**config.mk**
```make
export PLATFORM = sky130hd
export DESIGN_NAME = decode_stage
export DESIGN_NICKNAME = d
export VERILOG_FILES = /design/src/rtl/cpu_pkg.sv /design/src/rtl/decode_stage_instr_fields.sv /design/src/rtl/decode_stage.sv
export SDC_FILE = /design/constraint.sdc
export NUM_CORES = 1
export LEC_CHECK = 0
export ABC_AREA = 1
export CORE_MARGIN = 4
export CORE_UTILIZATION = 35
export DETAILED_ROUTE_END_ITERATION = 10
export PLACE_DENSITY = 0.75
export SETUP_SLACK_MARGIN = 0.2
export SLEW_MARGIN = 0
export SYNTH_ARGS = -nofsm -noshare
export SYNTH_HDL_FRONTEND = slang
export SYNTH_SLANG_ARGS = --single-unit
```
**constraint.sdc**
```tcl
create_clock -name clk -period 1.06 [get_ports clk]
set_input_delay 0.159 -clock clk [delete_from_list [all_inputs] [get_ports clk]]
set_output_delay 0.159 -clock clk [all_outputs]
set_load 0.05 [all_outputs]
```
**src/rtl/cpu_pkg.sv**
```systemverilog
// Shared CPU definitions: uop/cond constants, instruction field positions,
// the decode FSM state type and the execute control bundle.
package cpu_pkg;

  localparam logic [4:0] UOP_NOP = 5'd0;
  localparam logic [4:0] UOP_ADD = 5'd1;
  localparam logic [4:0] UOP_SUB = 5'd2;
  localparam logic [4:0] UOP_AND = 5'd3;
  localparam logic [4:0] UOP_EOR = 5'd4;
  localparam logic [4:0] UOP_CMP = 5'd5;
  localparam logic [4:0] UOP_LSL = 5'd6;
  localparam logic [4:0] UOP_LSR = 5'd7;
  localparam logic [4:0] UOP_MOV = 5'd8;
  localparam logic [4:0] UOP_STR = 5'd9;
  localparam logic [4:0] UOP_LDR = 5'd10;

  localparam logic [3:0] COND_AL   = 4'b1110;
  localparam logic [3:0] COND_NONE = 4'b1111;

  localparam int unsigned COND_MSB  = 31;
  localparam int unsigned COND_LSB  = 28;
  localparam int unsigned UOP_MSB   = 27;
  localparam int unsigned UOP_LSB   = 23;
  localparam int unsigned IMM_BIT   = 22;
  localparam int unsigned RD_MSB    = 21;
  localparam int unsigned RD_LSB    = 18;
  localparam int unsigned RN_MSB    = 17;
  localparam int unsigned RN_LSB    = 14;
  localparam int unsigned RM_MSB    = 13;
  localparam int unsigned RM_LSB    = 10;
  localparam int unsigned IMM10_MSB = 9;
  localparam int unsigned MOVIMM_MSB = 17;

  typedef enum logic [1:0] {
    ST_RUN,
    ST_SQUASH,
    ST_HALT
  } state_e;

  typedef struct packed {
    logic        num_to_rhs;
    logic [31:0] num;
    logic [3:0]  sel_p0;
    logic [3:0]  sel_p1;
    logic [3:0]  sel_in;
    logic [4:0]  uop;
    logic [3:0]  branch_cond;
  } bundle_t;

  localparam bundle_t BUBBLE = '{
    num_to_rhs:  1'b0,
    num:         32'h0,
    sel_p0:      4'h0,
    sel_p1:      4'h0,
    sel_in:      4'h0,
    uop:         UOP_NOP,
    branch_cond: COND_NONE
  };

endpackage

```
**src/rtl/decode_stage_instr_fields.sv**
```systemverilog
// Combinational splitter: instruction word -> execute bundle plus legal flag.
module instr_fields
  import cpu_pkg::*;
(
  input  logic [31:0] instr_i,
  output bundle_t     bundle_o,
  output logic        legal_o
);

  logic [3:0]  cond;
  logic [4:0]  uop;
  logic        imm;
  logic [9:0]  imm10;
  logic [17:0] movimm;

  assign cond   = instr_i[COND_MSB:COND_LSB];
  assign uop    = instr_i[UOP_MSB:UOP_LSB];
  assign imm    = instr_i[IMM_BIT];
  assign imm10  = instr_i[IMM10_MSB:0];
  assign movimm = instr_i[MOVIMM_MSB:0];

  assign legal_o = (uop <= UOP_LDR);

  always_comb begin
    bundle_o             = BUBBLE;
    bundle_o.num_to_rhs  = imm;
    bundle_o.sel_p0      = instr_i[RN_MSB:RN_LSB];
    bundle_o.sel_p1      = instr_i[RM_MSB:RM_LSB];
    bundle_o.sel_in      = instr_i[RD_MSB:RD_LSB];
    bundle_o.uop         = uop;
    bundle_o.branch_cond = cond;
    // Branch offsets take precedence over the MOV wide immediate.
    if (!imm)                   bundle_o.num = '0;
    else if (cond != COND_NONE) bundle_o.num = {{22{imm10[9]}}, imm10};
    else if (uop == UOP_MOV)    bundle_o.num = {14'h0, movimm};
    else                        bundle_o.num = {22'h0, imm10};
  end

endmodule

```
**src/rtl/decode_stage.sv**
```systemverilog
// Registered decode stage feeding execute; squashes on global_disable.
// Optional macro DECODE_ILLEGAL_TRAP_EN: illegal uops halt the stage until reset.
module decode_stage
  import cpu_pkg::*;
#(
  parameter int unsigned SQUASH_CYCLES = 2
) (
  input  logic        clk,
  input  logic        rst_n,
  input  logic [31:0] instr,
  input  logic        instr_valid,
  output logic        instr_ready,
  input  logic        global_disable,
  output logic        num_to_rhs,
  output logic [31:0] num,
  output logic [3:0]  sel_p0,
  output logic [3:0]  sel_p1,
  output logic [3:0]  sel_in,
  output logic [4:0]  uop,
  output logic [3:0]  branch_cond,
  output logic        illegal_instr
);

  localparam int unsigned CW = (SQUASH_CYCLES > 1) ? $clog2(SQUASH_CYCLES) : 1;
  localparam logic [CW-1:0] CNT_INIT = CW'(SQUASH_CYCLES - 1);

  state_e        state_q;
  logic [CW-1:0] cnt_q;
  bundle_t       bundle_q;
  logic          illegal_q;

  bundle_t       dec_bundle;
  logic          dec_legal;

  instr_fields u_fields (
    .instr_i  (instr),
    .bundle_o (dec_bundle),
    .legal_o  (dec_legal)
  );

  always_ff @(posedge clk or negedge rst_n) begin
    if (!rst_n) begin
      state_q   <= ST_RUN;
      cnt_q     <= '0;
      bundle_q  <= BUBBLE;
      illegal_q <= 1'b0;
    end else begin
      case (state_q)
        ST_RUN: begin
          bundle_q  <= BUBBLE;
          illegal_q <= 1'b0;
          if (global_disable) begin
            state_q <= ST_SQUASH;
            cnt_q   <= CNT_INIT;
          end else if (instr_valid && dec_legal) begin
            bundle_q <= dec_bundle;
          end else if (instr_valid) begin
            illegal_q <= 1'b1;
`ifdef DECODE_ILLEGAL_TRAP_EN
            state_q   <= ST_HALT;
`endif
          end
        end
        ST_SQUASH: begin
          bundle_q  <= BUBBLE;
          illegal_q <= 1'b0;
          if (global_disable)   cnt_q   <= CNT_INIT;
          else if (cnt_q == '0) state_q <= ST_RUN;
          else                  cnt_q   <= cnt_q - 1'b1;
        end
        ST_HALT: begin
          bundle_q  <= BUBBLE;
          illegal_q <= 1'b1;
        end
        default: begin
          state_q   <= ST_RUN;
          bundle_q  <= BUBBLE;
          illegal_q <= 1'b0;
        end
      endcase
    end
  end

  assign instr_ready   = (state_q != ST_HALT);
  assign num_to_rhs    = bundle_q.num_to_rhs;
  assign num           = bundle_q.num;
  assign sel_p0        = bundle_q.sel_p0;
  assign sel_p1        = bundle_q.sel_p1;
  assign sel_in        = bundle_q.sel_in;
  assign uop           = bundle_q.uop;
  assign branch_cond   = bundle_q.branch_cond;
  assign illegal_instr = illegal_q;

endmodule

```
# Word level (Yosys, flattened, before mapping)
# Cells that the tools add are included.
# classes
n_addsub	1
magnitude_cmp	1
n_eq_ne	8
n_mux	18
bitwise_logic	1
n_reduce_logical	5
# ops
op	count
54-bit two-way mux	3
32-bit two-way mux	2
18-bit two-way mux	1
2-bit != test (second input constant)	4
1-bit two-way mux	6
2-bit two-way mux	3
2-bit one-hot mux with 3 select lines	1
5-bit by 4-bit equality test with 1-bit output (second input constant)	1
5-bit by 4-bit less-or-equal comparator with 1-bit output (second input constant)	1
4-bit != test (second input constant)	1
1-bit one-hot mux with 2 select lines	2
4-bit AND reduction	1
2-bit by 1-bit equality test with 1-bit output (second input constant)	1
2-bit equality test (second input constant)	1
2-bit zero test	1
2-bit AND reduction	1
2-bit nonzero test	1
1-bit logical AND	1
1-bit inverter	1
1-bit subtractor (second input constant)	1
# word_totals
ff_bits	58
inputBits	36
output_inout_bits	56
elab_cells	44

# Longest topological paths before layout
# Gate-level depths: netlist of the first run.
# depth
depth_word	7
depth_mapped	6
mapped_depth_nobuf	6

# Hierarchy
# A second synthesis of the first run with hierarchy kept.
# hier_totals
cells_unflattened	291
hier_area_um2	2598.7
# by_module_without_submodules
mod	n_inst	cells_per_inst	area_per_inst_um2	seq_area_each_um2
decode_stage	1	190	2006.9	1431.4
instr_fields	1	101	591.8	0.0

# Worst setup path before layout of the first run
# OpenSTA, ideal clock, no wires.
# synth_path
path_kind	reg2out
start	register num[30] (netlist name)
end	output num[19]
arrival_ps	1101
t_required_ps	901
path_slack_ps	-200
path_stages_with_launch	2
path_buffers	1
path_cell_list	dfrtp_1 > buf_4
# synth_rtl
item	line_no	rtl
end, declared	decode_stage.sv:15	output logic [31:0] num,

==> impl_metrics.tcl, run 1 <==
set metrics [dict create \
    status "finished with violations" \
    violations "setup timing" \
    p_comb_share_pct 17.3 \
    pin_count 92 \
    antenna_found_initial 0 \
    critPathSlowestCell "dfrtp_4" \
    cpPeakStageDelay_ps 480 \
    r2r-start "state_q[0]" \
    setup_slack_ps -214.6 \
    min_period_ps 1275 \
    arrival_ps 1120 \
    first_pass_iters 4 \
    peakVddDrop_uv 754.9 \
    p_int_mw 2.417 \
    drt_iter0_drc 30 \
    cts_tree "done" \
    endpoint_kind "output pin" \
    grt_max_degree 45 \
    ys_seq_area_share_pct 62.92 \
    path_buf_inv 2 \
    numPortBuffers 90 \
    rows 25 \
    fp.dieArea_sq_um 6220 \
    multi_input_comb_area_sq_um 631.9 \
    fmax_mhz 784.6 \
    grt_pass1_vias 1479 \
    cts_root_buffer "clkbuf_8" \
    power.density_nw_per_um2 891.3 \
    hold_path.startpoint "instr[23]" \
    overflow 0 \
    via_per_inst 4.317 \
    synth.distinct_cells 21 \
    clk_latency_ps 290 \
    r2r_cells 6 \
    fin_crit_sh_pct 120.2 \
    min_path_type "input port to register" \
    final_area_sq_um 3682 \
    swShare_pct 26.35 \
    whs_endpoint "uop[0]" \
    via_count 1485 \
    p_leak_nw 1.728 \
    synth_fp_nets 214 \
    required_ps 900 \
    syn_inst 178 \
    grt.total_usage_pct 14.94 \
    p_clk_share_pct 30.4 \
    max_cap_viol_count 0 \
    synth-seq-cells 44 \
    nNetsFinal 313 \
    avgSynthCellArea_sq_um 9.876 \
    path_clk_slew_ps 80 \
    wl_um 4747 \
    grt_pass1_wl_um 7038 \
    crit_top_cell "buf_12" \
    hold_viol_final 0 \
    ant_nets 0 \
    antenna_cells 0 \
    crit_family "flip-flops" \
    die_width_um 78.87 \
    rsz0062_at_grt "true" \
    path_max_fanout 14 \
    fin_skew_ps 4.250 \
    critical_path_class "register to output pin" \
    routedWlPerCell_um 13.80 \
    p_total_mw 3.282 \
    coreArea_sq_um 4786 \
    critical_path.cell_chain "buf_12, buf_12" \
    seqPwrFrac_pct 52.3 \
    area_delta_synth_final_pct 109.5 \
    syn-cell-area_sq_um 1758 \
    nFillCells 301 \
    place_area_sq_um 3294 \
    critPathLaunchType "register" \
    gp_congestion 0.7286 \
    power.net_switching_mw 0.8648 \
    report.final.slew_viol_count 0 \
    cts_max_path_buffers 2 \
    htree_levels 2 \
    rr_endpoint "num[30]" \
    fin_hold_ws_ps 252.2 \
    hold_path_depth 3 \
    cts_buffers 5 \
    drcViolationCount 0 \
    finalSetupViolCount 40 \
    regToRegSetupSlack_ps -150 \
    regArea_sq_um 1110 \
    dp_hpwl_um 3351 \
    die_height_um 78.87 \
    setup_tns_ps -5196 \
    cts_sinks 44 \
    drive_gt1_share_pct 50.18 \
    start_util_pct 36.73 \
    ys_warn_count 0 \
]
[cell usage after synthesis]
cell | count | share of area, %
nand2_2 | 2 | 0.71
nor3_1 | 3 | 0.85
nor2_2 | 3 | 1.1
a21oi_4 | 1 | 0.93
dfrtp_1 | 40 | 57
nor2_4 | 1 | 0.64
nand3_1 | 1 | 0.28
inv_1 | 25 | 5.3
o21ai_0 | 2 | 0.57
nor2_1 | 36 | 7.7
inv_2 | 1 | 0.21
nand4_1 | 8 | 2.8
o21bai_1 | 1 | 0.43
dfstp_2 | 4 | 6.0
nand3_2 | 1 | 0.57
nand2_1 | 28 | 6.0
buf_4 | 16 | 6.8
nand3_4 | 1 | 1.0
a21o_2 | 1 | 0.50
clkinv_1 | 1 | 0.21
conb_1 | 2 | 0.43
[placed cells by master (no fill, tap or decap), drive strengths merged]
master and instances:
a21o 1, a21oi 1, buf 71, clkbuf 5
clkdlybuf4s15 1, clkdlybuf4s50 29, clkinv 4, clkinvlp 1
conb 2, dfrtp 40, dfstp 4, dlygate4sd2 4
dlygate4sd3 1, inv 25, nand2 31, nand3 3
nand4 8, nor2 40, nor3 3, o21ai 2
o21bai 1
[worst min-delay path: stages]
cell	delay, ps
clkdlybuf4s15_2	240
nand2_4	100
nor2_4	30
[worst max-delay path by stage]
stage / start / to / depth (start not counted)
global placement: instr[23] / num[15] / 6
CTS: num[30] / num[26] / 2
finish: num[30] / num[26] / 2
global route: num[30] / num[26] / 2
floorplan: num[30] / num[19] / 1
detailed placement: instr[23] / num[14] / 6
[state kept, by name, indices dropped and copies added, names as in the netlist]
signal         count
state_q            1
cnt_q              1
sel_in             4
num_to_rhs         1
illegal_instr      1
sel_p0             4
sel_p1             4
num               19
branch_cond        4
uop                5
[layout make-up]
class                           count  share of cell area (%)
Multi-Input combinational cell     92                   17.16
Sequential cell                    44                   30.14
Timing Repair inverter              1                  0.4417
Clock buffer                        5                   1.869
Tap cell                           67                   2.277
Clock inverter                      2                  0.3398
Inverter                           27                   3.092
Timing Repair Buffer              106                   44.68
[logic make-up after synthesis]
family,Yosys count,synth area share [%]
flip-flops,44,62.92
buffers and inverters,43,12.60
AND/OR/NAND/NOR,84,21.64
other,2,0.4272
AO/OA/AOI/OAI,5,2.420
[per-layer routing]
| metal | routed length (um) | GRT usage (%) |
|---|---|---|
| met5 | 0 | 0 |
| met4 | 64 | 5.326 |
| met3 | 463 | 6.009 |
| met2 | 2484 | 26.74 |
| met1 | 1735 | 15.82 |
[power by group through the flow]
stage	sequential [mW]	combinational [mW]	clock, mW
4_1_cts	1.71	0.532	1.03
3_5_place_dp	1.75	0.480	0
5_1_grt	1.72	0.605	1.11
2_1_floorplan	1.79	0.129	0
3_3_place_gp	1.75	0.471	0
6_report	1.71	0.569	0.998
[per-stage QoR]
stage / worst slack, ps / utilization, % / cells
after CTS: -226.5 / 73.91 / 341
after floorplan: 48.85 / - / 178
final: -214.6 / 76.94 / 344
after detailed placement: -415.4 / 68.84 / 328
after global placement: -357.4 / 68.84 / 328
after global routing: -240.3 / 76.94 / 344
[what timing repair did]
item,CTS,global route
gates cloned,1,1
setup buffers,4,2
hold buffers,1,0
setup endpoints to repair,96,96
pin swaps,6,14
resized for setup,40,34
hold endpoints to repair,40,0
No activity file was read; power rests on OpenSTA's default activity.
==> run 2, diff against run 1 <==
--- a/config.mk
+++ b/config.mk
@@ -15,3 +15,4 @@
 export SYNTH_ARGS = -nofsm -noshare
 export SYNTH_HDL_FRONTEND = slang
 export SYNTH_SLANG_ARGS = --single-unit
+export TNS_END_PERCENT = 20
==> run 2 against run 1 <==
  * Highest routed layer unchanged
  * Routed wire length fell by 7.6%
  * Critical path type unchanged
  * First-iteration DRC count rose by 77%
  * The flow still finishes with violations (setup timing)
  * Global-route usage fell by 0.54 points
  * Sequential power barely moved
  * Design area fell by 2.9%
  * Non-clock buffer count rose by 5
  * Final cell count rose by 1.5%
==> impl_metrics.tcl, run 2 (same netlist as run 1, synthesis figures left out) <==
set metrics [dict create \
    status "finished with violations" \
    violations "setup timing" \
    cpPeakStageDelay_ps 480 \
    arrival_ps 1100 \
    via_count 1461 \
    r2r-start "state_q[0]" \
    path_max_fanout 14 \
    drive_gt1_share_pct 40.43 \
    cts_tree "done" \
    via_per_inst 4.186 \
    grt_max_degree 18 \
    start_util_pct 36.73 \
    setup_slack_ps -199.3 \
    critPathLaunchType "register" \
    finalSetupViolCount 39 \
    drcViolationCount 0 \
    antenna_cells 0 \
    rows 25 \
    report.final.slew_viol_count 0 \
    ant_nets 0 \
    hold_viol_final 0 \
    cp-endpoint "num[22]" \
    drt_iter0_drc 53 \
    cts_sinks 44 \
    path_clk_slew_ps 70 \
    area_delta_synth_final_pct 103.4 \
    required_ps 900 \
    crit_top_cell "buf_12" \
    grt_pass1_vias 1453 \
    pin_count 92 \
    min_period_ps 1259 \
    grt_pass1_wl_um 6851 \
    largest_reg_flops 19 \
    final_common_cell "buf_12" \
    fin_hold_ws_ps 210.0 \
    critical_path_depth 2 \
    nFillCells 302 \
    first_pass_iters 3 \
    crit_family "flip-flops" \
    final_area_sq_um 3576 \
    mostFrequentLayoutCells "58 x buf_12, 39 x dfrtp_1, 29 x nor2_1, 29 x clkdlybuf4s50_1, 28 x nand2_1" \
    fin_crit_sh_pct 118.8 \
    die_width_um 78.87 \
    cts_root_buffer "clkbuf_8" \
    fmax_mhz 794.1 \
    place_area_sq_um 3334 \
    rr_endpoint "num[30]" \
    overflow 0 \
    r2r_cells 6 \
    peakVddDrop_uv 791.8 \
    htree_levels 2 \
    setup_tns_ps -3793 \
    fp.dieArea_sq_um 6220 \
    critical_path_class "register to output pin" \
    timing.critical_path.from "num[30]" \
    layout.cells.non_filler 349 \
    clk_latency_ps 290 \
    min_path_type "input port to register" \
    max_cap_viol_count 0 \
    nNetsFinal 317 \
    p_leak_nw 1.736 \
    critPathSlowestCell "dfrtp_4" \
    antenna_found_initial 0 \
    routedWlPerCell_um 12.57 \
    regToRegSetupSlack_ps -110 \
    endpoint_kind "output pin" \
    dp_hpwl_um 3629 \
    cts_max_path_buffers 2 \
    numPortBuffers 90 \
    gp_congestion 0.7662 \
    wl_um 4386 \
    power.density_nw_per_um2 922.5 \
    cts_buffers 5 \
    rsz0062_at_grt "true" \
    coreArea_sq_um 4786 \
    place_inst 334 \
    grt.total_usage_pct 14.39 \
    critical_path.cell_chain "buf_12, buf_12" \
    die_height_um 78.87 \
    fin_skew_ps 8.147 \
    path_buf_inv 2 \
]
run 2: changes by cell type in the layout (fill, tap and decap cells not counted), sizes merged, moves of 2 or more:
cell / previous run / this run
buf: 71 / 76
clkinv: 4 / 0
clkbuf: 5 / 7
dlymetal6s2s: 0 / 5
dlygate4sd2: 4 / 0
run 2: layout make-up:
| class | count | area [sq um] | area share, % |
|---|---|---|---|
| clock buffer | 7 | 86.33 | 2.414 |
| sequential | 44 | 1110 | 31.04 |
| timing repair buffer | 111 | 1672 | 46.75 |
| inverter | 27 | 107.6 | 3.009 |
| clock inverter | 1 | 7.507 | 0.2099 |
| multi-input combinational | 92 | 509.2 | 14.24 |
| tap | 67 | 83.83 | 2.344 |
run 2: worst min-delay path by stage:
stage	from	end	slack (ps)	cells after the start
after floorplan	rst_n	cnt_q	-140	0
after global placement	rst_n	num[1]	30	1
after detailed placement	rst_n	num[1]	30	1
after CTS	rst_n	sel_p0[0]	270	2
after global routing	instr[23]	uop[0]	200	3
final	instr[23]	uop[0]	210	3
run 2: metrics by stage:
stage	power, mW	setup WS, ps	util, %
3_5_place_dp	2.248	-345.6	69.67
4_1_cts	3.326	-217.2	72.47
3_3_place_gp	2.234	-269.1	69.67
6_report	3.299	-199.3	74.72
5_1_grt	3.450	-233.2	74.72
2_1_floorplan	1.919	45.18	-
run 2: per-layer routing:
metal  track usage [%]  up-vias  routed length [um]
met1             13.96      671                1534
met3             6.122        5                 445
li1                  -      722                   -
met2             27.76       63                2357
met5                 0        -                   0
met4             3.608        0                  48
run 2: where the power goes:
group          switching [mW]  internal (mW)
Combinational           0.262          0.272
Clock                   0.521          0.529
Sequential             0.0149           1.70
Total                   0.798           2.50
run 2: repair_timing:
| action | CTS | global route |
|---|---|---|
| setup endpoints to repair | 96 | 96 |
| hold endpoints to repair | 29 | 0 |
| pin swaps | 1 | 5 |
| setup buffers | 1 | 4 |
| cloned | 1 | 0 |
| hold buffers | 1 | 0 |
| gates resized for setup | 5 | 23 |
run 2: worst reg2reg max path: stages (launching register included):
cell and delay, ps:
dfrtp_1 390, inv_2 80, nand3_4 120, nor2_4 160, buf_4 150, nand3_1 90
nor2_1 120
==> run 3, diff against run 2 <==
--- a/config.mk
+++ b/config.mk
@@ -6,6 +6,7 @@
 export NUM_CORES = 1
 export LEC_CHECK = 0
 export ABC_AREA = 1
+export CORE_ASPECT_RATIO = 0.75
 export CORE_MARGIN = 4
 export CORE_UTILIZATION = 35
 export DETAILED_ROUTE_END_ITERATION = 10
==> run 3 against run 2 <==
  * The flow still finishes with violations (setup timing)
  * Clock skew decreased by 5.1 ps
  * Power fell by 0.63%
  * Die area rose by 0.19%
  * Worst setup slack worse by 26 ps
  * Global-route usage increased by 0.76 points
  * Combinational power is 4.5% lower
  * Critical path depth unchanged
  * Routed wire length about the same
  * Clock power barely moved
  * Flip-flop and latch count is the same
  * Count of clock-buffer cells in the layout grew 1
  * Sequential power is essentially flat
  * Largest power group unchanged
==> impl_metrics.tcl, run 3 (same netlist as run 1, synthesis figures left out) <==
set metrics [dict create \
    status "finished with violations" \
    violations "setup timing" \
    via_per_inst 4.242 \
    fin_util_pct 72.73 \
    overflow 0 \
    timing.critical_path.from "num[30]" \
    cts_sinks 44 \
    grt_pass1_vias 1460 \
    die_width_um 89.84 \
    fin_skew_ps 3.065 \
    path_max_fanout 9 \
    die_height_um 69.38 \
    via_count 1421 \
    p_int_mw 2.481 \
    cts_tree "done" \
    ant_nets 0 \
    hold_path.startpoint "instr[25]" \
    min_path_type "input port to register" \
    power.density_nw_per_um2 925.1 \
    htree_levels 2 \
    wl_um 4388 \
    peakVddDrop_uv 822.3 \
    critical_path_class "register to output pin" \
    clk_latency_ps 290 \
    cts_root_buffer "clkbuf_8" \
    grt.total_usage_pct 15.15 \
    largest_reg_flops 19 \
    start_util_pct 36.08 \
    fmax_mhz 778.2 \
    hold_viol_final 0 \
    power.net_switching_mw 0.7973 \
    grt_max_degree 45 \
    endpoint_kind "output pin" \
    drcViolationCount 0 \
    first_pass_iters 4 \
    p_clk_share_pct 32.1 \
    antenna_found_initial 0 \
    drive_gt1_share_pct 42.91 \
    final_area_sq_um 3543 \
    routedWlPerCell_um 13.10 \
    finalSetupViolCount 36 \
    antenna_cells 0 \
    drt_iter0_drc 36 \
    mostFrequentLayoutCells "59 x buf_12, 39 x dfrtp_1, 30 x clkdlybuf4s50_1" \
    numPortBuffers 90 \
    cts_buffers 5 \
    coreArea_sq_um 4872 \
    final_common_cell "buf_12" \
    rsz0062_at_grt "true" \
    place_area_sq_um 3303 \
    report.final.slew_viol_count 0 \
    arrival_ps 1130 \
    fin_crit_sh_pct 121.2 \
    swShare_pct 24.32 \
    critPathLaunchType "register" \
    required_ps 900 \
    area_delta_synth_final_pct 101.6 \
    max_cap_viol_count 0 \
    setup_slack_ps -225.0 \
    gp_congestion 0.7419 \
    nNetsFinal 310 \
    seqPwrFrac_pct 52.3 \
    fp.dieArea_sq_um 6232 \
    path_clk_slew_ps 80 \
    r2r-start "state_q[0]" \
    rows 22 \
    grt_pass1_wl_um 7362 \
    cts_max_path_buffers 2 \
    dp_hpwl_um 3466 \
    p_comb_share_pct 15.6 \
    pin_count 92 \
    min_period_ps 1285 \
    p_leak_nw 1.699 \
]
## run 3: cell count changes in the layout (fill, tap and decap cells not counted), moves of 2 or more
| cell | change |
|---|---|
| dlygate4sd2_1 | +3 |
| nor2_2 | +3 |
| dlymetal6s2s_1 | -4 |
| nor3_1 | +2 |
| nor2_1 | -2 |
| buf_6 | -3 |
| buf_4 | -5 |
| clkinvlp_4 | -2 |
| nand2_4 | +2 |
| nand2_2 | +9 |
| nand2_1 | -12 |
## run 3: what timing repair did
item | in CTS | in global routing
buffers inserted | 1 | 0
cloned | 1 | 0
pin swaps | 14 | 4
setup endpoints to repair | 96 | 96
endpoints found under the hold margin | 40 | 0
gates resized for setup | 27 | 14
hold buffers | 1 | 0
## run 3: layer usage
metal,part of all wire [%],global-route usage (%)
met3,10,6.508
met4,1.8,5.272
met2,49,25.33
met5,0,0
met1,39,17.50
## run 3: area by class of cell
class                           instances  area [sq um]
Timing Repair Buffer                  104          1607
Fill cell                             340          1329
Sequential cell                        44          1110
Multi-Input combinational cell         91         531.8
Inverter                               27         113.9
Clock buffer                            8         90.09
Tap cell                               60         75.07
Timing Repair inverter                  1         16.27
## run 3: path summary, 6_finish.rpt
kind | cells after the start | slack [ps] | to
max in group asynchronous | 3 | 420 | branch_cond[3]
setup / recovery | 2 | -220 | num[26]
hold / removal | 4 | 240 | uop[2]
setup reg to reg | 5 | -60 | num[14]
hold reg to reg | 1 | 500 | cnt_q
min in group asynchronous | 3 | 370 | num[8]
## run 3: power groups by stage
stage / combinational, mW / sequential, mW / clock [mW]
3_3_place_gp: 0.468 / 1.75 / 0
5_1_grt: 0.549 / 1.72 / 1.17
4_1_cts: 0.508 / 1.71 / 1.10
3_5_place_dp: 0.476 / 1.75 / 0
2_1_floorplan: 0.126 / 1.79 / 0
6_report: 0.510 / 1.71 / 1.05
## run 3: metrics by stage
step / power [mW] / std cells / hold WS, ps / setup TNS [ps] / worst slack (ps)
2_1_floorplan: 1.919 / 178 / -136.6 / 0 / 45.18
3_3_place_gp: 2.215 / 324 / 146.1 / -11620 / -322.0
3_5_place_dp: 2.224 / 324 / 152.1 / -12440 / -342.5
4_1_cts: 3.319 / 335 / 271.6 / -3774 / -240.4
5_1_grt: 3.439 / 335 / 246.6 / -6680 / -259.0
6_report: 3.278 / 335 / 242.0 / -3886 / -225.0
## run 3: worst max-delay path, cell delays in order (launching register included)
cell     delay, ps
dfrtp_4        510
buf_12         170
buf_12         150
